[config.mk]
export PLATFORM = sky130hd
export DESIGN_NAME = mantissa_normalizer_flat
export DESIGN_NICKNAME = d
export VERILOG_FILES = /design/src/rtl/mantissa_normalizer_if.sv /design/src/rtl/mantissa_normalizer.sv /design/src/flat_wrapper.sv
export SDC_FILE = /design/constraint.sdc
export NUM_CORES = 1
export LEC_CHECK = 0
export CORE_MARGIN = 5
export CORE_UTILIZATION = 46
export DETAILED_ROUTE_END_ITERATION = 6
export HOLD_SLACK_MARGIN = 0.06
export PLACE_DENSITY = 0.74
export RECOVER_POWER = 50
export SLEW_MARGIN = 20
export SYNTH_ARGS = -nofsm -noshare
export SYNTH_HDL_FRONTEND = slang
export SYNTH_SLANG_ARGS = --single-unit
[constraint.sdc]
create_clock -name clk -period 3.07 [get_ports clk]
set_clock_uncertainty 0.2 [all_clocks]
set_input_delay 0.4605 -clock clk [delete_from_list [all_inputs] [get_ports clk]]
set_output_delay 0.4605 -clock clk [all_outputs]
set_load 0.02 [all_outputs]
[src/rtl/mantissa_normalizer_if.sv]
// Handshake and data bundle for mantissa_normalizer: sum/exp/sign in, packed fraction/exp/flags out.
// Valid/ready: a transfer happens on a rising clk edge where valid and ready are both 1.
// The producer holds the data stable while valid is high, and ready never depends on valid.
interface mantissa_normalizer_if #(
   parameter int MANTISSA_WIDTH = 23,
   parameter int EXP_WIDTH      = 8
);
   logic                      in_valid;
   logic                      in_ready;
   logic [MANTISSA_WIDTH+4:0] sum_in;
   logic [EXP_WIDTH-1:0]      exp_in;
   logic                      sign_in;
   logic                      out_valid;
   logic                      out_ready;
   logic [MANTISSA_WIDTH-1:0] mantissa_out;
   logic [EXP_WIDTH-1:0]      exp_out;
   logic                      sign_out;
   logic                      zero;
   logic                      overflow;
   logic                      underflow;
   logic                      inexact;

   modport master (
      output in_valid, sum_in, exp_in, sign_in, out_ready,
      input  in_ready, out_valid, mantissa_out, exp_out, sign_out,
             zero, overflow, underflow, inexact
   );

   modport slave (
      input  in_valid, sum_in, exp_in, sign_in, out_ready,
      output in_ready, out_valid, mantissa_out, exp_out, sign_out,
             zero, overflow, underflow, inexact
   );
endinterface

[src/rtl/mantissa_normalizer.sv]
// Iterative post-add normalizer/rounder: one left shift per cycle, then a single rounding step.
// NORMALIZER_RNE_EN selects round-to-nearest-even; without it the fraction is truncated.
module mantissa_normalizer #(
   parameter int MANTISSA_WIDTH = 23,
   parameter int EXP_WIDTH      = 8
) (
   input  logic                    clk,
   input  logic                    rst,
   mantissa_normalizer_if.slave    bus,
   output logic [2:0]              dbg_state
);
   localparam int W = MANTISSA_WIDTH + 5;
   localparam logic [EXP_WIDTH-1:0] EMAX = '1;
   localparam logic [EXP_WIDTH-1:0] EONE = EXP_WIDTH'(1);

   typedef enum logic [2:0] {
      IDLE  = 3'd0,
      NORM  = 3'd1,
      SHIFT = 3'd2,
      ROUND = 3'd3,
      DONE  = 3'd4
   } state_t;

   state_t                    state_q, state_d;
   logic [W-1:0]              m_q, m_d;
   logic [EXP_WIDTH-1:0]      e_q, e_d;
   logic                      s_q, s_d;
   logic [MANTISSA_WIDTH-1:0] frac_q, frac_d;
   logic                      zero_q, zero_d;
   logic                      ovf_q, ovf_d;
   logic                      unf_q, unf_d;
   logic                      inx_q, inx_d;

   logic [W-1:0]              m_norm;
   logic [EXP_WIDTH-1:0]      e_norm;
   logic                      e_wrap;
   logic                      up;
   logic [MANTISSA_WIDTH:0]   frac_sum;

   always_ff @(posedge clk) begin
      if (rst) begin
         state_q <= IDLE;
         m_q     <= '0;
         e_q     <= '0;
         s_q     <= 1'b0;
         frac_q  <= '0;
         zero_q  <= 1'b0;
         ovf_q   <= 1'b0;
         unf_q   <= 1'b0;
         inx_q   <= 1'b0;
      end else begin
         state_q <= state_d;
         m_q     <= m_d;
         e_q     <= e_d;
         s_q     <= s_d;
         frac_q  <= frac_d;
         zero_q  <= zero_d;
         ovf_q   <= ovf_d;
         unf_q   <= unf_d;
         inx_q   <= inx_d;
      end
   end

   always_comb begin
      state_d  = state_q;
      m_d      = m_q;
      e_d      = e_q;
      s_d      = s_q;
      frac_d   = frac_q;
      zero_d   = zero_q;
      ovf_d    = ovf_q;
      unf_d    = unf_q;
      inx_d    = inx_q;
      m_norm   = m_q;
      e_norm   = e_q;
      e_wrap   = 1'b0;
      up       = 1'b0;
      frac_sum = '0;

      case (state_q)
         IDLE: begin
            if (bus.in_valid) begin
               m_d    = bus.sum_in;
               e_d    = bus.exp_in;
               s_d    = bus.sign_in;
               frac_d = '0;
               zero_d = 1'b0;
               ovf_d  = 1'b0;
               unf_d  = 1'b0;
               inx_d  = 1'b0;
               if (bus.sum_in == '0) begin
                  zero_d  = 1'b1;
                  e_d     = '0;
                  state_d = DONE;
               end else begin
                  state_d = NORM;
               end
            end
         end

         NORM: begin
            // Carry-out: shift right once, folding the lost bit into sticky.
            if (m_q[W-1]) begin
               m_norm = {1'b0, m_q[W-1:2], m_q[1] | m_q[0]};
               e_norm = e_q + EONE;
               e_wrap = (e_q == EMAX);
            end
            m_d = m_norm;
            e_d = e_norm;
            if (e_norm == EMAX || e_wrap) begin
               e_d     = EMAX;
               frac_d  = '0;
               ovf_d   = 1'b1;
               inx_d   = 1'b1;
               state_d = DONE;
            end else if (m_norm[W-2]) begin
               state_d = ROUND;
            end else begin
               state_d = SHIFT;
            end
         end

         SHIFT: begin
            // Hidden bit is always 0 on entry; decide on the shifted value to save a cycle.
            if (e_q > EONE) begin
               m_d = {m_q[W-2:0], 1'b0};
               e_d = e_q - EONE;
               if (m_q[W-3]) state_d = ROUND;
            end else begin
               e_d     = '0;
               unf_d   = 1'b1;
               state_d = ROUND;
            end
         end

         ROUND: begin
            inx_d = |m_q[2:0];
`ifdef NORMALIZER_RNE_EN
            up = m_q[2] & (m_q[1] | m_q[0] | m_q[3]);
`else
            up = 1'b0;
`endif
            frac_sum = {1'b0, m_q[W-3:3]} + {{MANTISSA_WIDTH{1'b0}}, up};
            frac_d   = frac_sum[MANTISSA_WIDTH-1:0];
            // Fraction wrap carries into the exponent; a subnormal becomes e=1 here.
            if (frac_sum[MANTISSA_WIDTH]) begin
               frac_d = '0;
               e_d    = e_q + EONE;
               if (e_q + EONE == EMAX) ovf_d = 1'b1;
            end
            state_d = DONE;
         end

         DONE: begin
            if (bus.out_ready) begin
               zero_d  = 1'b0;
               ovf_d   = 1'b0;
               unf_d   = 1'b0;
               inx_d   = 1'b0;
               state_d = IDLE;
            end
         end

         default: state_d = IDLE;
      endcase
   end

   // Results are only visible in DONE so intermediate flag updates never leak out.
   assign bus.in_ready     = (state_q == IDLE);
   assign bus.out_valid    = (state_q == DONE);
   assign bus.mantissa_out = bus.out_valid ? frac_q : '0;
   assign bus.exp_out      = bus.out_valid ? e_q : '0;
   assign bus.sign_out     = bus.out_valid & s_q;
   assign bus.zero         = bus.out_valid & zero_q;
   assign bus.overflow     = bus.out_valid & ovf_q;
   assign bus.underflow    = bus.out_valid & unf_q;
   assign bus.inexact      = bus.out_valid & inx_q;
   assign dbg_state        = state_q;
endmodule

[src/flat_wrapper.sv]
// flat-port wrapper written by rule: the top's interface ports become plain ports
module mantissa_normalizer_flat 
#(
   parameter int MANTISSA_WIDTH = 23,
   parameter int EXP_WIDTH      = 8
)
  (clk, rst, dbg_state, bus_in_valid, bus_sum_in, bus_exp_in, bus_sign_in, bus_out_ready, bus_in_ready, bus_out_valid, bus_mantissa_out, bus_exp_out, bus_sign_out, bus_zero, bus_overflow, bus_underflow, bus_inexact);
  mantissa_normalizer_if #(.MANTISSA_WIDTH(MANTISSA_WIDTH), .EXP_WIDTH(EXP_WIDTH)) bus_i ();
  input  logic clk;
  input  logic rst;
  output logic [2:0] dbg_state;
  input wire logic [$bits(bus_i.in_valid)-1:0] bus_in_valid;
  input wire logic [$bits(bus_i.sum_in)-1:0] bus_sum_in;
  input wire logic [$bits(bus_i.exp_in)-1:0] bus_exp_in;
  input wire logic [$bits(bus_i.sign_in)-1:0] bus_sign_in;
  input wire logic [$bits(bus_i.out_ready)-1:0] bus_out_ready;
  output wire logic [$bits(bus_i.in_ready)-1:0] bus_in_ready;
  output wire logic [$bits(bus_i.out_valid)-1:0] bus_out_valid;
  output wire logic [$bits(bus_i.mantissa_out)-1:0] bus_mantissa_out;
  output wire logic [$bits(bus_i.exp_out)-1:0] bus_exp_out;
  output wire logic [$bits(bus_i.sign_out)-1:0] bus_sign_out;
  output wire logic [$bits(bus_i.zero)-1:0] bus_zero;
  output wire logic [$bits(bus_i.overflow)-1:0] bus_overflow;
  output wire logic [$bits(bus_i.underflow)-1:0] bus_underflow;
  output wire logic [$bits(bus_i.inexact)-1:0] bus_inexact;
  assign bus_i.in_valid = bus_in_valid;
  assign bus_i.sum_in = bus_sum_in;
  assign bus_i.exp_in = bus_exp_in;
  assign bus_i.sign_in = bus_sign_in;
  assign bus_i.out_ready = bus_out_ready;
  assign bus_in_ready = bus_i.in_ready;
  assign bus_out_valid = bus_i.out_valid;
  assign bus_mantissa_out = bus_i.mantissa_out;
  assign bus_exp_out = bus_i.exp_out;
  assign bus_sign_out = bus_i.sign_out;
  assign bus_zero = bus_i.zero;
  assign bus_overflow = bus_i.overflow;
  assign bus_underflow = bus_i.underflow;
  assign bus_inexact = bus_i.inexact;
  mantissa_normalizer #(.MANTISSA_WIDTH(MANTISSA_WIDTH), .EXP_WIDTH(EXP_WIDTH)) u_core (.clk(clk), .rst(rst), .bus(bus_i), .dbg_state(dbg_state));
endmodule
==> flow_summary.json <==
{
  "postSynth.asyncResetShare": 0,
  "worst_pin_slew_ns": 0.6992,
  "number_of_antenna_violations_at_the_first_check_in_global_routing": 0,
  "die-area_mm2": 0.01006,
  "timing.hold.worst_path_depth": 2,
  "power_density_mw_per_mm2": 709.2,
  "finalWorstPathRequiredPeriod_ns": 2.857,
  "power.share.sequential": 0.392,
  "synth.cell_area_mm2": 0.003751,
  "track_usage": 0.2184,
  "placement.io_buffers": 81,
  "post_route_cells_drive_above_1_share": 0.1183,
  "tritoncts.num_buffers": 9,
  "die_w_um": 100.3,
  "grt_setup_unrepaired": "no",
  "worstPathArrival_ns": 2.20,
  "synthAdderAreaFrac": 0.01001,
  "cts.clk_slew.worst_paths_ns": 0.07,
  "dpl_cell_area_mm2": 0.004614,
  "yosys_register_bits": 67,
  "drv_slew": 0,
  "drt_iter0_drc": 343,
  "start_kind": "flip-flop",
  "tritoncts": "yes",
  "mappedNetlistNets": 496,
  "hold_path_class": "reg -> reg",
  "tns_ns": 0,
  "power_frac_clock": 0.236,
  "yosys.area_share.xor_xnor": 0.002335,
  "combinational_family_with_the_most_area_after_synthesis": "compound AO/OA/AOI/OAI gates",
  "detailroute.via_count": 3866,
  "synth.avg_cell_area_um2": 8.299,
  "floorplan.die.height_um": 100.3,
  "design.core.area_mm2": 0.008093,
  "outcome": "complete, no violations",
  "synth-compound-area-share": 0.2962,
  "detailedPlacementHpwl_um": 7595,
  "tritoncts_num_sinks": 67,
  "global_route.overflow_total": 0,
  "fmaxAchievable_ghz": 0.3500,
  "slew-limit-headroom": 0.5329,
  "firstDrtPassIters": 5,
  "period_share": 0.9306,
  "setup.worst_path.class": "reg -> out",
  "utilization": 0.5952,
  "root_buffer": "clkbuf_8",
  "power_report.internal_total_w": 0.002032,
  "postCtsResizedCells": 0,
  "power.share.switching": 0.4053,
  "h_tree_lvl_count": 3,
  "share_of_the_yosys_chip_area_belonging_to_registers": 0.3576,
  "routed_length_per_instance_um": 17.45,
  "route.final.wire_length_um": 10980,
  "worst_r2r_path_depth": 7,
  "yosysWarnings": 0,
  "grt_start_max_net_pins": 33,
  "globalplace.congestion": 0.9211,
  "std_cell_rows": 33,
  "postSynth.topFlopCell": "dfxtp_1",
  "floorplan.io_pins": 82,
  "synth_enable_flop_cells": 0,
  "vdd.ir_drop.worst_v": 0.0004090,
  "clkLatencyLatePin_ns": 0.35,
  "net-switching-power_w": 0.001385,
  "vias_per_cell": 6.146,
  "post_synth_and_or_nand_nor_area_fraction": 0.2512,
  "netlist-cell-type-count": 57,
  "initial_utilization": 0.4635,
  "grt_pass1_vias": 3590,
  "worst_setup_end_kind": "output pin",
  "synthesis.instances": 452,
  "max-clock-path-buffers": 2,
  "comb_power_share": 0.372,
  "layout.cell_area.non_filler_mm2": 0.004817,
  "cts-hold-fix-buffers": 0,
  "report.final.hold_viol_count": 0,
  "ant_nets": 0,
  "post_synth_mux_area_share": 0.01368,
  "worstPathRequired_ns": 2.41,
  "crit_fanout": 23,
  "total_leakage_power_nw": 1.886,
  "insertedDiodeCount": 0,
  "final_count_of_negative_setup_slack_endpoints": 0,
  "cts_setup_buffers": 0,
  "syn_to_final_growth_pct": 28.42,
  "grt_first_pass_wirelength_um": 17800,
  "drc": 0,
  "max_cap_viol_count": 0,
  "finalNetCount": 563
}
-- sequential cells by signal, summed over array words and instances, names as in the netlist --
signal / flops
u_core.s_q: 1
u_core.ovf_q: 1
u_core.unf_q: 1
u_core.zero_q: 1
u_core.frac_q: 23
u_core.e_q: 8
u_core.inx_q: 1
u_core.dbg_state: 3
u_core.m_q: 28
-- per-stage QoR --
step / std cells / setup WS, ns / hold slack [ns] / power [W]
6_report: 629 / 0.2132 / 0.2539 / 0.003416
5_1_grt: 629 / 0.1007 / 0.2743 / 0.003636
4_1_cts: 629 / 0.2832 / 0.2587 / 0.003420
3_5_place_dp: 613 / 0.3434 / 0.2490 / 0.002612
3_3_place_gp: 613 / 0.4634 / 0.2395 / 0.002573
2_1_floorplan: 452 / 0.8226 / 0.2277 / 0.002264
-- cells in the final DEF (no fill, tap or decap), types with 3 or more instances in the layout --
| cell type | n |
|---|---|
| dfxtp_1 | 67 |
| clkdlybuf4s50_1 | 59 |
| nand2_1 | 50 |
| nor2_1 | 47 |
| and3_1 | 36 |
| a311oi_1 | 29 |
| a22oi_1 | 28 |
| dlygate4sd3_1 | 22 |
| a22o_2 | 15 |
| buf_4 | 15 |
| a21oi_1 | 12 |
| o21ai_0 | 11 |
| nor3_1 | 10 |
| nand3_1 | 9 |
| a22o_1 | 9 |
| clkbuf_8 | 9 |
| a211oi_1 | 8 |
| nor4_1 | 7 |
| mux2i_1 | 4 |
| nand3b_1 | 4 |
| a221oi_1 | 4 |
| inv_1 | 3 |
| and2_1 | 3 |
| nand4_1 | 3 |
| o211ai_1 | 3 |
| nand2b_1 | 3 |
| ha_1 | 3 |
| clkbuf_1 | 3 |
| clkbuf_2 | 3 |
-- power groups by stage --
| stage | clock network, W | logic [W] | registers (W) |
|---|---|---|---|
| 2_1_floorplan | 0 | 0.00105 | 0.00121 |
| 3_3_place_gp | 0 | 0.00124 | 0.00134 |
| 3_5_place_dp | 0 | 0.00127 | 0.00134 |
| 4_1_cts | 0.000819 | 0.00128 | 0.00133 |
| 5_1_grt | 0.000858 | 0.00141 | 0.00137 |
| 6_report | 0.000808 | 0.00127 | 0.00134 |
-- cells in the mapped netlist, types with 3 or more instances --
master | instances | area share
a21oi_1 | 12 | 0.016
a22oi_1 | 28 | 0.056
nor4_1 | 7 | 0.012
buf_4 | 5 | 0.010
mux2i_1 | 4 | 0.011
buf_2 | 12 | 0.016
nand4_1 | 3 | 0.0050
a311oi_1 | 29 | 0.068
a221oi_1 | 4 | 0.0093
o21ai_0 | 10 | 0.013
and2_1 | 3 | 0.0050
and3_1 | 36 | 0.060
dfxtp_1 | 67 | 0.36
nand2_1 | 50 | 0.050
nand3b_1 | 4 | 0.0080
nand2b_1 | 3 | 0.0050
buf_6 | 6 | 0.018
nor3_1 | 11 | 0.015
nor2_1 | 48 | 0.048
ha_1 | 3 | 0.010
inv_1 | 3 | 0.0030
o211ai_1 | 3 | 0.0060
clkbuf_1 | 22 | 0.022
a22o_2 | 15 | 0.040
nand3_1 | 9 | 0.012
a22o_1 | 9 | 0.021
a211oi_1 | 8 | 0.016
-- cells by family (layout without fill, tap and decap cells) --
kind of cell / count (synthesis) / after routing
compound gates: 139 / 139
xor+xnor: 1 / 1
fa+ha+maj: 3 / 3
buf+inv: 48 / 120
flops: 67 / 67
mux: 5 / 5
simple gates: 189 / 189
-- per-layer routing --
metal / vias to the layer above / wire length [um] / global-route usage
li1: 1857 / - / -
met1: 1819 / 4962 / 0.3009
met2: 170 / 5066 / 0.3354
met3: 20 / 763 / 0.04239
met4: 0 / 184 / 0.08808
met5: - / 0 / 0
-- critical path: stages, from the launching register on --
cell and delay (ns):
dfxtp_1 0.69, nor2_2 0.07, buf_4 0.24, and3_1 0.20, dlygate4sd3_1 0.65
-- final cells by class --
| cell class | count | area, um^2 |
|---|---|---|
| Clock buffer | 10 | 127.6 |
| Timing Repair Buffer | 101 | 945.9 |
| Clock inverter | 6 | 90.09 |
| Tap cell | 105 | 131.4 |
| Fill cell | 743 | 3276 |
| Sequential cell | 67 | 1341 |
| Inverter | 3 | 11.26 |
| Multi-Input combinational cell | 337 | 2170 |
-- path summary, 6_finish.rpt --
check / endpoint / slack, ns / from
worst max-delay path: bus_exp_out[2] / 0.21 / u_core.dbg_state[0]
worst min-delay path: u_core.ovf_q / 0.25 / u_core.ovf_q
worst max register to register: u_core.frac_q[20] / 0.34 / u_core.e_q[0]
worst min register to register: u_core.ovf_q / 0.25 / u_core.ovf_q
Power figures use the tool's default switching activity.
